`config.mk`:
```
export PLATFORM = sky130hd
export DESIGN_NAME = id_ex_stage_flat
export DESIGN_NICKNAME = d
export VERILOG_FILES = /design/src/rtl/id_ex_stage_pkg.sv /design/src/rtl/id_ex_stage_if.sv /design/src/rtl/id_ex_stage_imm_gen.sv /design/src/rtl/id_ex_stage.sv /design/src/flat_wrapper.sv
export SDC_FILE = /design/constraint.sdc
export NUM_CORES = 1
export LEC_CHECK = 0
export CELL_PAD_IN_SITES_DETAIL_PLACEMENT = 2
export CELL_PAD_IN_SITES_GLOBAL_PLACEMENT = 2
export CORE_MARGIN = 4
export CORE_UTILIZATION = 23
export DETAILED_ROUTE_END_ITERATION = 7
export PLACE_DENSITY = 0.79
export SYNTH_ARGS = -nofsm -noshare
export SYNTH_HDL_FRONTEND = slang
export SYNTH_SLANG_ARGS = --single-unit
```
`constraint.sdc`:
```
create_clock -name clk -period 3.3 [get_ports clk]
set_input_delay 0.825 -clock clk [delete_from_list [all_inputs] [get_ports clk]]
set_output_delay 0.825 -clock clk [all_outputs]
set_load 0.01 [all_outputs]
```
`src/rtl/id_ex_stage_pkg.sv`:
```
// Shared RV32I pipeline definitions: opcodes, ALU-op encoding, immediate types
// and the ID/EX control bundle.
package rv_pipe_pkg;

   localparam logic [6:0] OPC_LOAD   = 7'b0000011;
   localparam logic [6:0] OPC_STORE  = 7'b0100011;
   localparam logic [6:0] OPC_BRANCH = 7'b1100011;
   localparam logic [6:0] OPC_JAL    = 7'b1101111;
   localparam logic [6:0] OPC_JALR   = 7'b1100111;
   localparam logic [6:0] OPC_OP     = 7'b0110011;
   localparam logic [6:0] OPC_OPIMM  = 7'b0010011;
   localparam logic [6:0] OPC_LUI    = 7'b0110111;
   localparam logic [6:0] OPC_AUIPC  = 7'b0010111;

   localparam logic [3:0] ALU_ADD   = 4'd0;
   localparam logic [3:0] ALU_SUB   = 4'd1;
   localparam logic [3:0] ALU_SLL   = 4'd2;
   localparam logic [3:0] ALU_SLT   = 4'd3;
   localparam logic [3:0] ALU_SLTU  = 4'd4;
   localparam logic [3:0] ALU_XOR   = 4'd5;
   localparam logic [3:0] ALU_SRL   = 4'd6;
   localparam logic [3:0] ALU_SRA   = 4'd7;
   localparam logic [3:0] ALU_OR    = 4'd8;
   localparam logic [3:0] ALU_AND   = 4'd9;
   localparam logic [3:0] ALU_PASSB = 4'd10;

   typedef enum logic [2:0] {IMM_NONE, IMM_I, IMM_S, IMM_B, IMM_J, IMM_U} imm_type_e;

   typedef struct packed {
      logic       valid;
      logic       branch;
      logic       memread;
      logic       memtoreg;
      logic       memwrite;
      logic       alusrc;
      logic       regwrite;
      logic       illegal;
      logic [3:0] aluop;
   } ctrl_t;

   // Branches compare via subtraction; everything without an ALU function adds.
   function automatic logic [3:0] alu_op_enc(input logic [6:0] opc, input logic [2:0] f3,
                                             input logic b30);
      logic [3:0] op;
      op = ALU_ADD;
      case (opc)
         OPC_OP, OPC_OPIMM: begin
            case (f3)
               3'b000:  op = (opc == OPC_OP && b30) ? ALU_SUB : ALU_ADD;
               3'b001:  op = ALU_SLL;
               3'b010:  op = ALU_SLT;
               3'b011:  op = ALU_SLTU;
               3'b100:  op = ALU_XOR;
               3'b101:  op = b30 ? ALU_SRA : ALU_SRL;
               3'b110:  op = ALU_OR;
               default: op = ALU_AND;
            endcase
         end
         OPC_BRANCH: op = ALU_SUB;
         OPC_LUI:    op = ALU_PASSB;
         default:    op = ALU_ADD;
      endcase
      return op;
   endfunction

endpackage

```
`src/rtl/id_ex_stage_if.sv`:
```
// IF/ID, register-file, MEM/WB and ID/EX signal bundle for the decode stage.
interface id_ex_stage_if #(
   parameter int XLEN   = 32,
   parameter int REG_AW = 5,
   parameter int CNT_W  = 16
);
   logic              if_id_valid;
   logic [31:0]       if_id_instruction;
   logic [XLEN-1:0]   if_id_pc;
   logic              ex_flush;
   logic              ex_stall;
   logic [REG_AW-1:0] reg_read_addr_1, reg_read_addr_2;
   logic [XLEN-1:0]   reg_read_data_1, reg_read_data_2;
   logic [REG_AW-1:0] mem_wb_rd;
   logic [XLEN-1:0]   mem_wb_result;
   logic              mem_wb_regwrite;
   logic              id_stall;
   logic              id_ex_valid, id_ex_branch, id_ex_memread, id_ex_memtoreg;
   logic              id_ex_memwrite, id_ex_alusrc, id_ex_regwrite, id_ex_illegal;
   logic [3:0]        id_ex_aluop;
   logic [XLEN-1:0]   id_ex_imme, id_ex_pc, id_ex_rs1_data, id_ex_rs2_data;
   logic [REG_AW-1:0] id_ex_rs1, id_ex_rs2, id_ex_rd;
   logic [CNT_W-1:0]  bubble_count;

   modport slave (
      input  if_id_valid, if_id_instruction, if_id_pc, ex_flush, ex_stall,
             reg_read_data_1, reg_read_data_2, mem_wb_rd, mem_wb_result, mem_wb_regwrite,
      output reg_read_addr_1, reg_read_addr_2, id_stall,
             id_ex_valid, id_ex_branch, id_ex_memread, id_ex_memtoreg, id_ex_memwrite,
             id_ex_alusrc, id_ex_regwrite, id_ex_illegal, id_ex_aluop, id_ex_imme, id_ex_pc,
             id_ex_rs1_data, id_ex_rs2_data, id_ex_rs1, id_ex_rs2, id_ex_rd, bubble_count
   );

   modport master (
      output if_id_valid, if_id_instruction, if_id_pc, ex_flush, ex_stall,
             reg_read_data_1, reg_read_data_2, mem_wb_rd, mem_wb_result, mem_wb_regwrite,
      input  reg_read_addr_1, reg_read_addr_2, id_stall,
             id_ex_valid, id_ex_branch, id_ex_memread, id_ex_memtoreg, id_ex_memwrite,
             id_ex_alusrc, id_ex_regwrite, id_ex_illegal, id_ex_aluop, id_ex_imme, id_ex_pc,
             id_ex_rs1_data, id_ex_rs2_data, id_ex_rs1, id_ex_rs2, id_ex_rd, bubble_count
   );
endinterface

```
`src/rtl/id_ex_stage_imm_gen.sv`:
```
// Immediate generator: assembles the 32-bit RV immediate for the given format
// and sign-extends it from instr[31] to XLEN.
module id_imm_gen
   import rv_pipe_pkg::*;
#(
   parameter int XLEN = 32
) (
   input  logic [31:0]     instr,
   input  imm_type_e       imm_type,
   output logic [XLEN-1:0] imm
);
   logic [31:0] raw;

   always_comb begin
      raw = '0;
      case (imm_type)
         IMM_I:   raw = {{20{instr[31]}}, instr[31:20]};
         IMM_S:   raw = {{20{instr[31]}}, instr[31:25], instr[11:7]};
         IMM_B:   raw = {{19{instr[31]}}, instr[31], instr[7], instr[30:25], instr[11:8], 1'b0};
         IMM_J:   raw = {{11{instr[31]}}, instr[31], instr[19:12], instr[20], instr[30:21], 1'b0};
         IMM_U:   raw = {instr[31:12], 12'b0};
         default: raw = '0;
      endcase
   end

   assign imm = XLEN'($signed(raw));
endmodule

```
`src/rtl/id_ex_stage.sv`:
```
// RV32I decode stage with ID/EX pipeline register, load-use bubble insertion,
// MEM/WB bypass and a saturating bubble counter.
module id_ex_stage
   import rv_pipe_pkg::*;
#(
   parameter int XLEN         = 32,
   parameter int NUM_REGS     = 32,
   parameter bit UPPER_IMM_EN = 1'b1,
   parameter bit FWD_EN       = 1'b1,
   parameter int CNT_W        = 16,
   localparam int REG_AW      = $clog2(NUM_REGS)
) (
   input logic          clk,
   input logic          rst,
   id_ex_stage_if.slave bus
);
   logic [31:0]       instr;
   logic [6:0]        opcode;
   logic [REG_AW-1:0] rs1_a, rs2_a, rd_a;
   ctrl_t             dec_c;
   imm_type_e         imm_type;
   logic              rs1_used, rs2_used, hazard;
   logic [XLEN-1:0]   dec_imm, rs1_fwd, rs2_fwd;

   ctrl_t             ctrl_q, ctrl_d;
   logic [XLEN-1:0]   imme_q, imme_d, pc_q, pc_d, rs1_data_q, rs1_data_d, rs2_data_q, rs2_data_d;
   logic [REG_AW-1:0] rs1_q, rs1_d, rs2_q, rs2_d, rd_q, rd_d;
   logic [CNT_W-1:0]  cnt_q, cnt_d;

   assign instr  = bus.if_id_instruction;
   assign opcode = instr[6:0];
   assign rs1_a  = REG_AW'(instr[19:15]);
   assign rs2_a  = REG_AW'(instr[24:20]);
   assign rd_a   = REG_AW'(instr[11:7]);

   always_comb begin
      dec_c    = '0;
      imm_type = IMM_NONE;
      rs1_used = 1'b1;
      rs2_used = 1'b0;
      case (opcode)
         OPC_LOAD:   begin dec_c.memread = 1'b1; dec_c.memtoreg = 1'b1; dec_c.regwrite = 1'b1;
                           dec_c.alusrc = 1'b1; imm_type = IMM_I; end
         OPC_STORE:  begin dec_c.memwrite = 1'b1; dec_c.alusrc = 1'b1; imm_type = IMM_S;
                           rs2_used = 1'b1; end
         OPC_BRANCH: begin dec_c.branch = 1'b1; imm_type = IMM_B; rs2_used = 1'b1; end
         OPC_JAL:    begin dec_c.branch = 1'b1; dec_c.regwrite = 1'b1; imm_type = IMM_J;
                           rs1_used = 1'b0; end
         OPC_OP:     begin dec_c.regwrite = 1'b1; rs2_used = 1'b1; end
         OPC_OPIMM:  begin dec_c.regwrite = 1'b1; dec_c.alusrc = 1'b1; imm_type = IMM_I; end
         OPC_JALR: begin
            if (UPPER_IMM_EN) begin
               dec_c.branch = 1'b1; dec_c.regwrite = 1'b1; dec_c.alusrc = 1'b1; imm_type = IMM_I;
            end else dec_c.illegal = 1'b1;
         end
         OPC_LUI, OPC_AUIPC: begin
            if (UPPER_IMM_EN) begin
               dec_c.regwrite = 1'b1; dec_c.alusrc = 1'b1; imm_type = IMM_U; rs1_used = 1'b0;
            end else dec_c.illegal = 1'b1;
         end
         default: dec_c.illegal = 1'b1;
      endcase
      // Illegal words carry no control and never look like a register consumer.
      if (dec_c.illegal) begin
         rs1_used = 1'b0;
         rs2_used = 1'b0;
      end else begin
         dec_c.aluop = alu_op_enc(opcode, instr[14:12], instr[30]);
      end
      dec_c.valid = bus.if_id_valid;
   end

   id_imm_gen #(.XLEN(XLEN)) u_imm_gen (.instr(instr), .imm_type(imm_type), .imm(dec_imm));

   always_comb begin
      rs1_fwd = bus.reg_read_data_1;
      rs2_fwd = bus.reg_read_data_2;
      if (rs1_a == '0) rs1_fwd = '0;
      else if (FWD_EN && bus.mem_wb_regwrite && bus.mem_wb_rd == rs1_a) rs1_fwd = bus.mem_wb_result;
      if (rs2_a == '0) rs2_fwd = '0;
      else if (FWD_EN && bus.mem_wb_regwrite && bus.mem_wb_rd == rs2_a) rs2_fwd = bus.mem_wb_result;
   end

   assign hazard = bus.if_id_valid & ctrl_q.valid & ctrl_q.memread & (rd_q != '0) &
                   (((rd_q == rs1_a) & rs1_used) | ((rd_q == rs2_a) & rs2_used));

   assign bus.id_stall        = bus.ex_stall | (hazard & ~bus.ex_flush);
   assign bus.reg_read_addr_1 = rs1_a;
   assign bus.reg_read_addr_2 = rs2_a;

   // Flush and bubble both clear the whole register; only a load-use bubble counts.
   always_comb begin
      ctrl_d = ctrl_q; imme_d = imme_q; pc_d = pc_q;
      rs1_data_d = rs1_data_q; rs2_data_d = rs2_data_q;
      rs1_d = rs1_q; rs2_d = rs2_q; rd_d = rd_q; cnt_d = cnt_q;
      if (bus.ex_flush || (!bus.ex_stall && hazard)) begin
         ctrl_d = '0; imme_d = '0; pc_d = '0; rs1_data_d = '0; rs2_data_d = '0;
         rs1_d = '0; rs2_d = '0; rd_d = '0;
         if (!bus.ex_flush && !(&cnt_q)) cnt_d = cnt_q + 1'b1;
      end else if (!bus.ex_stall) begin
         ctrl_d = dec_c; imme_d = dec_imm; pc_d = bus.if_id_pc;
         rs1_data_d = rs1_fwd; rs2_data_d = rs2_fwd;
         rs1_d = rs1_a; rs2_d = rs2_a; rd_d = rd_a;
      end
   end

   always_ff @(posedge clk) begin
      if (rst) begin
         ctrl_q <= '0; imme_q <= '0; pc_q <= '0; rs1_data_q <= '0; rs2_data_q <= '0;
         rs1_q <= '0; rs2_q <= '0; rd_q <= '0; cnt_q <= '0;
      end else begin
         ctrl_q <= ctrl_d; imme_q <= imme_d; pc_q <= pc_d;
         rs1_data_q <= rs1_data_d; rs2_data_q <= rs2_data_d;
         rs1_q <= rs1_d; rs2_q <= rs2_d; rd_q <= rd_d; cnt_q <= cnt_d;
      end
   end

   assign bus.id_ex_valid    = ctrl_q.valid;
   assign bus.id_ex_branch   = ctrl_q.branch;
   assign bus.id_ex_memread  = ctrl_q.memread;
   assign bus.id_ex_memtoreg = ctrl_q.memtoreg;
   assign bus.id_ex_memwrite = ctrl_q.memwrite;
   assign bus.id_ex_alusrc   = ctrl_q.alusrc;
   assign bus.id_ex_regwrite = ctrl_q.regwrite;
   assign bus.id_ex_illegal  = ctrl_q.illegal;
   assign bus.id_ex_aluop    = ctrl_q.aluop;
   assign bus.id_ex_imme     = imme_q;
   assign bus.id_ex_pc       = pc_q;
   assign bus.id_ex_rs1_data = rs1_data_q;
   assign bus.id_ex_rs2_data = rs2_data_q;
   assign bus.id_ex_rs1      = rs1_q;
   assign bus.id_ex_rs2      = rs2_q;
   assign bus.id_ex_rd       = rd_q;
   assign bus.bubble_count   = cnt_q;
endmodule
```
`src/flat_wrapper.sv`:
```
// flat-port wrapper written by rule: the top's interface ports become plain ports
module id_ex_stage_flat import rv_pipe_pkg::*;
#(
   parameter int XLEN         = 32,
   parameter int NUM_REGS     = 32,
   parameter bit UPPER_IMM_EN = 1'b1,
   parameter bit FWD_EN       = 1'b1,
   parameter int CNT_W        = 16,
   localparam int REG_AW      = $clog2(NUM_REGS)
)
  (clk, rst, bus_if_id_valid, bus_if_id_instruction, bus_if_id_pc, bus_ex_flush, bus_ex_stall, bus_reg_read_data_1, bus_reg_read_data_2, bus_mem_wb_rd, bus_mem_wb_result, bus_mem_wb_regwrite, bus_reg_read_addr_1, bus_reg_read_addr_2, bus_id_stall, bus_id_ex_valid, bus_id_ex_branch, bus_id_ex_memread, bus_id_ex_memtoreg, bus_id_ex_memwrite, bus_id_ex_alusrc, bus_id_ex_regwrite, bus_id_ex_illegal, bus_id_ex_aluop, bus_id_ex_imme, bus_id_ex_pc, bus_id_ex_rs1_data, bus_id_ex_rs2_data, bus_id_ex_rs1, bus_id_ex_rs2, bus_id_ex_rd, bus_bubble_count);
  id_ex_stage_if #(.XLEN(XLEN), .CNT_W(CNT_W)) bus_i ();
  input logic clk;
  input logic rst;
  input wire logic [$bits(bus_i.if_id_valid)-1:0] bus_if_id_valid;
  input wire logic [$bits(bus_i.if_id_instruction)-1:0] bus_if_id_instruction;
  input wire logic [$bits(bus_i.if_id_pc)-1:0] bus_if_id_pc;
  input wire logic [$bits(bus_i.ex_flush)-1:0] bus_ex_flush;
  input wire logic [$bits(bus_i.ex_stall)-1:0] bus_ex_stall;
  input wire logic [$bits(bus_i.reg_read_data_1)-1:0] bus_reg_read_data_1;
  input wire logic [$bits(bus_i.reg_read_data_2)-1:0] bus_reg_read_data_2;
  input wire logic [$bits(bus_i.mem_wb_rd)-1:0] bus_mem_wb_rd;
  input wire logic [$bits(bus_i.mem_wb_result)-1:0] bus_mem_wb_result;
  input wire logic [$bits(bus_i.mem_wb_regwrite)-1:0] bus_mem_wb_regwrite;
  output wire logic [$bits(bus_i.reg_read_addr_1)-1:0] bus_reg_read_addr_1;
  output wire logic [$bits(bus_i.reg_read_addr_2)-1:0] bus_reg_read_addr_2;
  output wire logic [$bits(bus_i.id_stall)-1:0] bus_id_stall;
  output wire logic [$bits(bus_i.id_ex_valid)-1:0] bus_id_ex_valid;
  output wire logic [$bits(bus_i.id_ex_branch)-1:0] bus_id_ex_branch;
  output wire logic [$bits(bus_i.id_ex_memread)-1:0] bus_id_ex_memread;
  output wire logic [$bits(bus_i.id_ex_memtoreg)-1:0] bus_id_ex_memtoreg;
  output wire logic [$bits(bus_i.id_ex_memwrite)-1:0] bus_id_ex_memwrite;
  output wire logic [$bits(bus_i.id_ex_alusrc)-1:0] bus_id_ex_alusrc;
  output wire logic [$bits(bus_i.id_ex_regwrite)-1:0] bus_id_ex_regwrite;
  output wire logic [$bits(bus_i.id_ex_illegal)-1:0] bus_id_ex_illegal;
  output wire logic [$bits(bus_i.id_ex_aluop)-1:0] bus_id_ex_aluop;
  output wire logic [$bits(bus_i.id_ex_imme)-1:0] bus_id_ex_imme;
  output wire logic [$bits(bus_i.id_ex_pc)-1:0] bus_id_ex_pc;
  output wire logic [$bits(bus_i.id_ex_rs1_data)-1:0] bus_id_ex_rs1_data;
  output wire logic [$bits(bus_i.id_ex_rs2_data)-1:0] bus_id_ex_rs2_data;
  output wire logic [$bits(bus_i.id_ex_rs1)-1:0] bus_id_ex_rs1;
  output wire logic [$bits(bus_i.id_ex_rs2)-1:0] bus_id_ex_rs2;
  output wire logic [$bits(bus_i.id_ex_rd)-1:0] bus_id_ex_rd;
  output wire logic [$bits(bus_i.bubble_count)-1:0] bus_bubble_count;
  assign bus_i.if_id_valid = bus_if_id_valid;
  assign bus_i.if_id_instruction = bus_if_id_instruction;
  assign bus_i.if_id_pc = bus_if_id_pc;
  assign bus_i.ex_flush = bus_ex_flush;
  assign bus_i.ex_stall = bus_ex_stall;
  assign bus_i.reg_read_data_1 = bus_reg_read_data_1;
  assign bus_i.reg_read_data_2 = bus_reg_read_data_2;
  assign bus_i.mem_wb_rd = bus_mem_wb_rd;
  assign bus_i.mem_wb_result = bus_mem_wb_result;
  assign bus_i.mem_wb_regwrite = bus_mem_wb_regwrite;
  assign bus_reg_read_addr_1 = bus_i.reg_read_addr_1;
  assign bus_reg_read_addr_2 = bus_i.reg_read_addr_2;
  assign bus_id_stall = bus_i.id_stall;
  assign bus_id_ex_valid = bus_i.id_ex_valid;
  assign bus_id_ex_branch = bus_i.id_ex_branch;
  assign bus_id_ex_memread = bus_i.id_ex_memread;
  assign bus_id_ex_memtoreg = bus_i.id_ex_memtoreg;
  assign bus_id_ex_memwrite = bus_i.id_ex_memwrite;
  assign bus_id_ex_alusrc = bus_i.id_ex_alusrc;
  assign bus_id_ex_regwrite = bus_i.id_ex_regwrite;
  assign bus_id_ex_illegal = bus_i.id_ex_illegal;
  assign bus_id_ex_aluop = bus_i.id_ex_aluop;
  assign bus_id_ex_imme = bus_i.id_ex_imme;
  assign bus_id_ex_pc = bus_i.id_ex_pc;
  assign bus_id_ex_rs1_data = bus_i.id_ex_rs1_data;
  assign bus_id_ex_rs2_data = bus_i.id_ex_rs2_data;
  assign bus_id_ex_rs1 = bus_i.id_ex_rs1;
  assign bus_id_ex_rs2 = bus_i.id_ex_rs2;
  assign bus_id_ex_rd = bus_i.id_ex_rd;
  assign bus_bubble_count = bus_i.bubble_count;
  id_ex_stage #(.XLEN(XLEN), .NUM_REGS(NUM_REGS), .UPPER_IMM_EN(UPPER_IMM_EN), .FWD_EN(FWD_EN), .CNT_W(CNT_W)) u_core (.clk(clk), .rst(rst), .bus(bus_i));
endmodule
```
== After elaboration in Yosys (flattened, before gate mapping) ==
Cells that the tools add are included.
Widths: inputs -> output; s select.
Storage, ports and cells
  register bits after elaboration: 171
  output and inout port bits: 182
  logic and storage cells: 98
Operators by class
  add/subtract/negate cells: 1
  eq/ne operators: 24
  multiplexer cells: 21
  bitwise logic cells: 10
  reductions and logical operators: 25
Operators by type and width (count)
  $pmux 32 s5: 1
  $mux 32: 4
  $pmux 4 s7: 1
  $eq 7x6->1 const B: 3
  $eq 7x7->1 const B: 3
  $eq 5x5->1: 4
  $add 16x1->16 const B: 1
  $reduce_and 16->1: 1
  $eq 3x3->1 const B: 5
  $pmux 3 s5: 1
  $eq 7x5->1 const B: 2
  $eq 3x2->1 const B: 4
  $pmux 4 s3: 1
  $reduce_or 3->1: 4
  $mux 1: 11
  $logic_not 5->1: 2
  $reduce_or 9->1: 1
  $and 1x1->1: 7
  $eq 7x2->1 const B: 1
  $reduce_or 7->1: 1
  $eq 3x1->1 const B: 2
  $reduce_or 2->1: 3
  $reduce_or 6->1: 1
  $logic_and 1x1->1: 5
  other kinds (9): 12

== Longest topological paths before layout ==
Gate-level depths: netlist (run 1).
  word-level depth: 10
  gate-level depth with buffers: 10
  mapped depth without buffers: 6

== Hierarchy ==
A second synthesis (run 1) with hierarchy kept.
Unflattened totals
  cell total of the unflattened synthesis: 839
  area, all modules: 7938.9 um^2
By module, submodules not included
  id_ex_stage: instances 1, cells each 775, area an instance 7495.9 um^2, seq. area each 3403.3 um^2
  id_imm_gen: instances 1, cells each 64, area an instance 442.9 um^2, seq. area each 0.0 um^2

== Worst setup path after synthesis (run 1) ==
Ideal clock, no wire load.
  kind: input-to-output
  from: input bus_if_id_instruction[6]
  to: output bus_id_stall
  data arrival time: 2186 ps
  slack: 289 ps
  stages: 7
  buffers on the path: 2
  cells stage by stage: buf_2 nand3b_1 o21a_1 or3_1 o22a_2 clkbuf_1 nand2_1
Between the ends
  cells in the longest elaborated chain, start to end: 9
Ends and longest elaborated chain
  start, declared: line flat_wrapper.sv:16  | input wire logic [$bits(bus_i.if_id_instruction)-1:0] bus_if_id_instruction;
  $eq 7x7->1 (tied with other cells): line id_ex_stage.sv:41  | case (opcode)
  $reduce_or 3->1 (no line)
  $mux 1, on equally long branches
  $mux 1: line id_ex_stage.sv:64  | if (dec_c.illegal) begin
  $and 1x1->1: line id_ex_stage.sv:85  | (((rd_q == rs1_a) & rs1_used) | ((rd_q == rs2_a) & rs2_used));
  $or 1x1->1 (*): line id_ex_stage.sv:85
  $and 1x1->1 (*): line id_ex_stage.sv:84  | assign hazard = bus.if_id_valid & ctrl_q.valid & ctrl_q.memread & (rd_q != '0) &
  $and 1x1->1 (*): line id_ex_stage.sv:87  | assign bus.id_stall = bus.ex_stall | (hazard & ~bus.ex_flush);
  $or 1x1->1 (*): line id_ex_stage.sv:87
  end, declared: line flat_wrapper.sv:27  | output wire logic [$bits(bus_i.id_stall)-1:0] bus_id_stall;
Mark *: on every way between the ends. The rest lies on a longest branch, timed or not.

== Worst setup path in the final report (run 1) ==
  from: input bus_if_id_instruction[5]
  to: output bus_id_stall
The elaborated chain is that of the path after synthesis.

==> flow_summary_export.csv, run 1 <==
group,metric,value,unit
outcome,outcome,"finished clean",
global_route,grt_pass1_wl,53300,um
timing,clock.fmax,306,MHz
cts,cts_tree,"done",
worst_setup_path,crit_path_end_kind,"primary output",
min_path,hold_class,"register to register",
worst_setup_path,worst-path-buf-inv,2,
timing,finalCriticalPeriod,3.27,ns
pwr,pwr-share-seq,41.1,%
worst_setup_path,worstPathRequired,2.47,ns
floorplanning,die_h,191,um
worst_setup_path,slowest_stage,"clkdlybuf4s50_1",
logic_synthesis,async_flop_share,0,%
place,portBuffers,352,
global_route,antenna_found_initial,6,
cells_and_area,syn_to_final_growth,66.9,%
floorplanning,design.portCount,353,
pwr,ir_drop,0.000349,V
detailed_routing,wirelength,36400,um
cts,clkLatencyLatePin,0.44,ns
pwr,power.density,404,mW/mm^2
logic_synthesis,synth_edf_count,0,
worst_setup_path,r2r_slack,0.54,ns
logic_synthesis,ys_types,54,
cts,clock-sinks,170,
cts,cts_made_buffers,17,
floorplanning,rows,66,
worst_setup_path,critical_path_class,"primary input to primary output",
timing,slew_violations,0,
run,cap_viol_max_count,0,
pwr,leakage,4.85,nW
timing,clock_skew,0.0100,ns
pwr,swShare,25.8,%
worst_setup_path,worst-path-max-fanout,2,
logic_synthesis,yosys-top-cells-area,"dfxtp_1 (44%), mux2i_1 (15%), nor2_1 (8.6%)",
place,dp_hpwl,27800,um
floorplanning,core,0.0329,mm^2
logic_synthesis,yosysTopAreaCellShare,44.1,%
logic_synthesis,syn_nets,1014,
place,place_congestion,0.802,
floorplanning,die_x,191,um
cts,clockBufferDepth,2,
global_route,grt_pass1_vias,8787,
pwr,clkPwrFrac,42.0,%
detailed_routing,vias_per_cell,4.75,
detailed_routing,top_layer_used,"met4",
detailed_routing,num_vias,7947,
worst_setup_path,crit_arrival,2.45,ns
place,place_area,0.0122,mm^2
global_route,grt_max_degree,74,
worst_setup_path,path_cells,"clkdlybuf4s50_1 -> nand3b_1 -> o21a_1 -> or3_4 -> o22a_2 -> nand2_1 -> buf_2",
timing,final_hold_viol_count,0,
detailed_routing,routedWlPerCell,21.8,um
detailed_routing,wl_met1,14700,um
worst_setup_path,cpPeakStageDelay,0.50,ns
detailed_routing,dr.pass1.iters,4,
logic_synthesis,syn_inst,842,
cts,clock-root-buffer,"clkbuf_16",
logic_synthesis,seq_area_frac_synth,44.1,%
pwr,power.share.combinational,16.9,%
cells_and_area,final_net_count,1386,
logic_synthesis,ys.flop_type,"dfxtp_1",
cts,clkTransAtPathRegs,0.06,ns
detailed_routing,drt_iter0_drc,262,
timing,maxSlewHeadroom,40.3,%
cells_and_area,drive_above_1_share,11.5,%
cts,cts_max_level,4,
detailed_routing,wl_met2,18600,um
detailed_routing,drc,0,
floorplanning,die_area,0.0366,mm^2
timing,period_share,99.2,%
timing,setup_viol,0,
floorplanning,start_util,23.5,%
timing,tightest_slew,0.895,ns
logic_synthesis,yosys_warnings,0,
timing,whs,0.470,ns
detailed_routing,ant_nets,0,
pwr,p_int,0.00386,W
global_route,grt-ovfl-total,0,
logic_synthesis,avgSynthCellArea,9.17,um^2
pwr,power.switching,0.00134,W
global_route,grt_use_total,19.1,%
logic_synthesis,synth_area,0.00772,mm^2
worst_setup_path,startpoint_type,"primary input",
worst_setup_path,path_delay_family,"buffers and inverters",
logic_synthesis,post-synth-top-area-cell,"dfxtp_1",
detailed_routing,met3_length,2160,um
logic_synthesis,synth-seq-cells,170,
cells_and_area,post-route-cell-area,0.0129,mm^2
==> cell families (layout without fill, tap and decap cells) <==
logic type               Yosys count  after routing  share of synthesized area (%)
multiplexers                     123            123                           16.1
adder cells (fa/ha/maj)            1              1                          0.162
XOR/XNOR                          19             19                           2.15
flip-flops                       170            170                           44.1
other                              0              5                              0
buffers and inverters             83            468                           5.31
AND/OR/NAND/NOR                  283            283                           16.7
AO/OA/AOI/OAI                    163            163                           15.6
==> flip-flops by register name, indices dropped and copies added, names as in the netlist, 4 cells and up <==
register,count
u_core.bus.id_ex_rs2_data,32
u_core.bus.id_ex_aluop,4
u_core.bus.bubble_count,16
u_core.bus.id_ex_rd,5
u_core.bus.id_ex_rs2,5
u_core.bus.id_ex_imme,32
u_core.bus.id_ex_rs1,5
u_core.bus.id_ex_pc,32
u_core.bus.id_ex_rs1_data,32
==> what timing repair did <==
item | in CTS | in global routing
gates resized for setup | 15 | 11
endpoints found under the setup margin | 1 | 1
pin swaps | 4 | 5
hold buffers | 0 | 0
buffers inserted | 0 | 2
==> synth_stat cells (8+ instances only) <==
library cell / instances
xor2_1: 14
o21ai_0: 13
dfxtp_1: 170
mux2i_1: 115
o31ai_1: 9
nor2_1: 176
a22oi_1: 13
nand2_1: 18
nor2b_1: 11
mux2_2: 8
a2bb2oi_1: 64
nand3_1: 10
a21o_1: 8
nor3_1: 21
buf_2: 18
or4_1: 13
clkbuf_1: 40
buf_4: 18
a21oi_1: 34
==> cell usage in the layout, fill, tap and decap left out, types with 17 or more instances in the layout <==
cell / Yosys / final
clkdlybuf4s50_1: 0 / 338
nor2_1: 176 / 176
dfxtp_1: 170 / 170
mux2i_1: 115 / 115
a2bb2oi_1: 64 / 64
buf_4: 18 / 64
a21oi_1: 34 / 34
nor3_1: 21 / 20
nand2_1: 18 / 18
clkbuf_16: 0 / 17
==> power by group through the flow <==
stage	Clock, W	Combinational [W]	Sequential [W]
finish	0.00218	0.000882	0.00214
global placement	0	0.000862	0.00218
global route	0.00234	0.000944	0.00214
floorplan	0	0.000327	0.00220
CTS	0.00225	0.000890	0.00214
detailed placement	0	0.000884	0.00218
==> layer usage <==
metal	GRT usage [%]	up-vias
met2	34.2	229
met5	0	-
met1	21.7	3932
met3	5.90	46
met4	6.05	0
li1	-	3740
==> worst paths after layout <==
kind	to	startpoint	depth (start not counted)
setup / recovery	bus_id_stall	bus_if_id_instruction[5]	7
hold / removal	u_core.bus.id_ex_aluop[0]	u_core.bus.id_ex_aluop[0]	2
setup reg to reg	u_core.bus.id_ex_imme[25]	u_core.bus.id_ex_rd[0]	9
hold reg to reg	u_core.bus.id_ex_aluop[0]	u_core.bus.id_ex_aluop[0]	2
==> layout make-up <==
class	instances	area (um^2)
Antenna cell	5	12.5
Clock buffer	20	467
Clock inverter	12	161
Tap cell	442	553
Multi-Input combinational cell	589	3980
Timing Repair Buffer	431	4300
Sequential cell	170	3400
Inverter	5	18.8
Fill cell	3640	20000
==> worst reg2reg max path, stage by stage, from the launching register on <==
cell and delay [ns]:
dfxtp_1 0.60, xnor2_2 0.19, nand3_2 0.17, or3_4 0.37, o41ai_1 0.42, buf_4 0.18
a311o_2 0.27, buf_12 0.18, buf_12 0.18, nor3_1 0.08
==> through the flow <==
stage | util [%] | setup TNS (ns) | total power, W | instances | worst slack [ns]
floorplan | - | 0 | 0.00253 | 842 | 0.289
global placement | 37.0 | -25.36 | 0.00304 | 1635 | -0.510
CTS | 39.0 | 0 | 0.00528 | 1667 | 0.000477
finish | 39.2 | 0 | 0.00520 | 1674 | 0.0275
global route | 39.2 | -0.0246 | 0.00543 | 1673 | -0.0246
detailed placement | 37.0 | -31.77 | 0.00307 | 1635 | -0.520
Note: power is estimated with default switching activity, not from simulation.
==> run 2, diff against run 1 <==
--- a/config.mk
+++ b/config.mk
@@ -7,6 +7,7 @@
 export LEC_CHECK = 0
 export CELL_PAD_IN_SITES_DETAIL_PLACEMENT = 2
 export CELL_PAD_IN_SITES_GLOBAL_PLACEMENT = 2
+export CORE_ASPECT_RATIO = 2
 export CORE_MARGIN = 4
 export CORE_UTILIZATION = 23
 export DETAILED_ROUTE_END_ITERATION = 7
==> run 2 against run 1 <==
Effect of this change:
- the run now ends with setup timing left
- combinational power shrank 1%
- clock skew grew 0.0041 ns
- critical path depth shrank 1
- setup slack lost 0.046 ns
- final cell count shrank 0.96%
- maximum frequency shrank 1.4%
- sequential cell count is the same
- register-to-register slack lost 0.02 ns
- core utilization shrank 0.58 points
- clock-buffer cell count is the same
- routed wire length grew 1.9%
- largest power group unchanged
- highest routed layer unchanged
==> flow_summary_export.csv, run 2 (synthesis results as in run 1) <==
group,metric,value,unit
detailed_routing,vias_per_cell,4.75,
cts,clkLatencyLatePin,0.45,ns
cts,cts_made_buffers,17,
worst_setup_path,worst-path-buf-inv,2,
timing,clock_skew,0.0141,ns
global_route,grt_pass1_vias,9043,
floorplanning,design.portCount,353,
detailed_routing,routedWlPerCell,22.4,um
place,portBuffers,352,
detailed_routing,drc,0,
pwr,leakage,4.79,nW
floorplanning,core,0.0330,mm^2
worst_setup_path,worstPathRequired,2.47,ns
timing,finalCriticalPeriod,3.32,ns
worst_setup_path,worstReg2RegStart,"u_core.bus.id_ex_rd[2]",
cts,clock-sinks,170,
worst_setup_path,slowest_stage,"or4_1",
detailed_routing,dr.pass1.iters,4,
detailed_routing,num_vias,7876,
worst_setup_path,crit_start,"bus_if_id_instruction[3]",
global_route,grt-ovfl-total,0,
timing,setup_slack,-0.0189,ns
worst_setup_path,path_cells,"clkdlybuf4s50_1 -> nor2_1 -> or4_1 -> o22a_2 -> nand2_1 -> buf_2",
cts,clock-root-buffer,"clkbuf_16",
place,dp_hpwl,28700,um
worst_setup_path,crit_arrival,2.49,ns
timing,clock.fmax,301,MHz
floorplanning,die_x,138,um
outcome,outcome,"complete, but fails checks",
timing,setup_viol,1,
detailed_routing,wirelength,37100,um
cells_and_area,final_cell_mix,"clkdlybuf4s50_1 (341), nor2_1 (176), dfxtp_1 (170)",
cells_and_area,final_net_count,1381,
cts,clkTransAtPathRegs,0.07,ns
worst_setup_path,critical_path_class,"primary input to primary output",
min_path,hp-start,"u_core.bus.id_ex_aluop[0]",
floorplanning,rows,94,
cts,cts_max_level,4,
outcome,violations,"setup timing",
global_route,grt_use_total,19.9,%
worst_setup_path,crit_path_end_kind,"primary output",
floorplanning,die_area,0.0367,mm^2
pwr,p_total,0.00517,W
cells_and_area,drive_above_1_share,10.5,%
min_path,hold_class,"register to register",
place,place_congestion,0.833,
worst_setup_path,path_delay_family,"simple AND/OR/NAND/NOR gates",
worst_setup_path,startpoint_type,"primary input",
pwr,power.density,405,mW/mm^2
global_route,grt_pass1_wl,54600,um
detailed_routing,drt_iter0_drc,198,
timing,tns,-0.0189,ns
timing,tightest_slew,0.939,ns
global_route,antenna_found_initial,4,
worst_setup_path,cpPeakStageDelay,0.56,ns
timing,slew_violations,0,
pwr,ir_drop,0.000360,V
cells_and_area,syn_to_final_growth,65.4,%
run,cap_viol_max_count,0,
floorplanning,die_h,267,um
worst_setup_path,worst-path-max-fanout,3,
global_route,grt_max_degree,75,
cells_and_area,layout.cells.non_filler,1658,
cells_and_area,layout_commonest_cell,"clkdlybuf4s50_1",
detailed_routing,ant_nets,0,
cts,cts_tree,"done",
timing,maxSlewHeadroom,37.4,%
place,placed_cells,1618,
cts,postCtsHoldBufs,0,
timing,period_share,101,%
cts,clockBufferDepth,2,
timing,final_hold_viol_count,0,
floorplanning,start_util,23.4,%
run 2: what timing repair did:
item,4_1_cts,5_1_grt
setup endpoints to repair,1,1
pin swaps,3,2
buffers inserted,2,2
gates resized for setup,10,6
run 2: final timing paths:
kind / to / slack (ns) / cells past startpoint
hold reg to reg: u_core.bus.id_ex_aluop[0] / 0.47 / 2
hold / removal: u_core.bus.id_ex_aluop[0] / 0.47 / 2
setup / recovery: bus_id_stall / -0.02 / 6
setup reg to reg: u_core.bus.bubble_count[5] / 0.52 / 9
run 2: cell type report:
cell class / count / area (um^2)
fill: 3605 / 20300
timing repair buffer: 426 / 4240
multi-input combinational: 589 / 3940
clock inverter: 12 / 160
clock buffer: 20 / 457
antenna: 4 / 10.0
tap: 432 / 541
sequential: 170 / 3400
inverter: 5 / 18.8
run 2: routing by layer:
metal	up-vias	part of all wire [%]	GRT usage, %	wire, um
met1	3866	33	18.8	12400
met2	240	58	39.3	21400
met5	-	0	0	0
met4	0	3.8	9.15	1420
met3	59	5.1	4.44	1890
li1	3711	-	-	-
run 2: worst min-delay path: stages, from the launching register on:
cell and delay (ns):
dfxtp_1 0.31, nand2_1 0.06, a21oi_1 0.05
run 2: power breakdown:
group | switching (W) | internal, W
clock network | 0.000922 | 0.00124
logic | 0.000386 | 0.000483
registers | 0.0000308 | 0.00210
total | 0.00134 | 0.00383
run 2: stage by stage:
step | cell area [um^2] | util, % | setup slack (ns) | hold slack, ns
after floorplan | 7720 | - | 0.289 | 0.486
after global placement | 12100 | 36.6 | -0.456 | 0.456
after detailed placement | 12100 | 36.6 | -0.494 | 0.468
after CTS | 12700 | 38.5 | 0.00805 | 0.481
after global routing | 12800 | 38.6 | -0.0460 | 0.491
final | 12800 | 38.6 | -0.0189 | 0.472
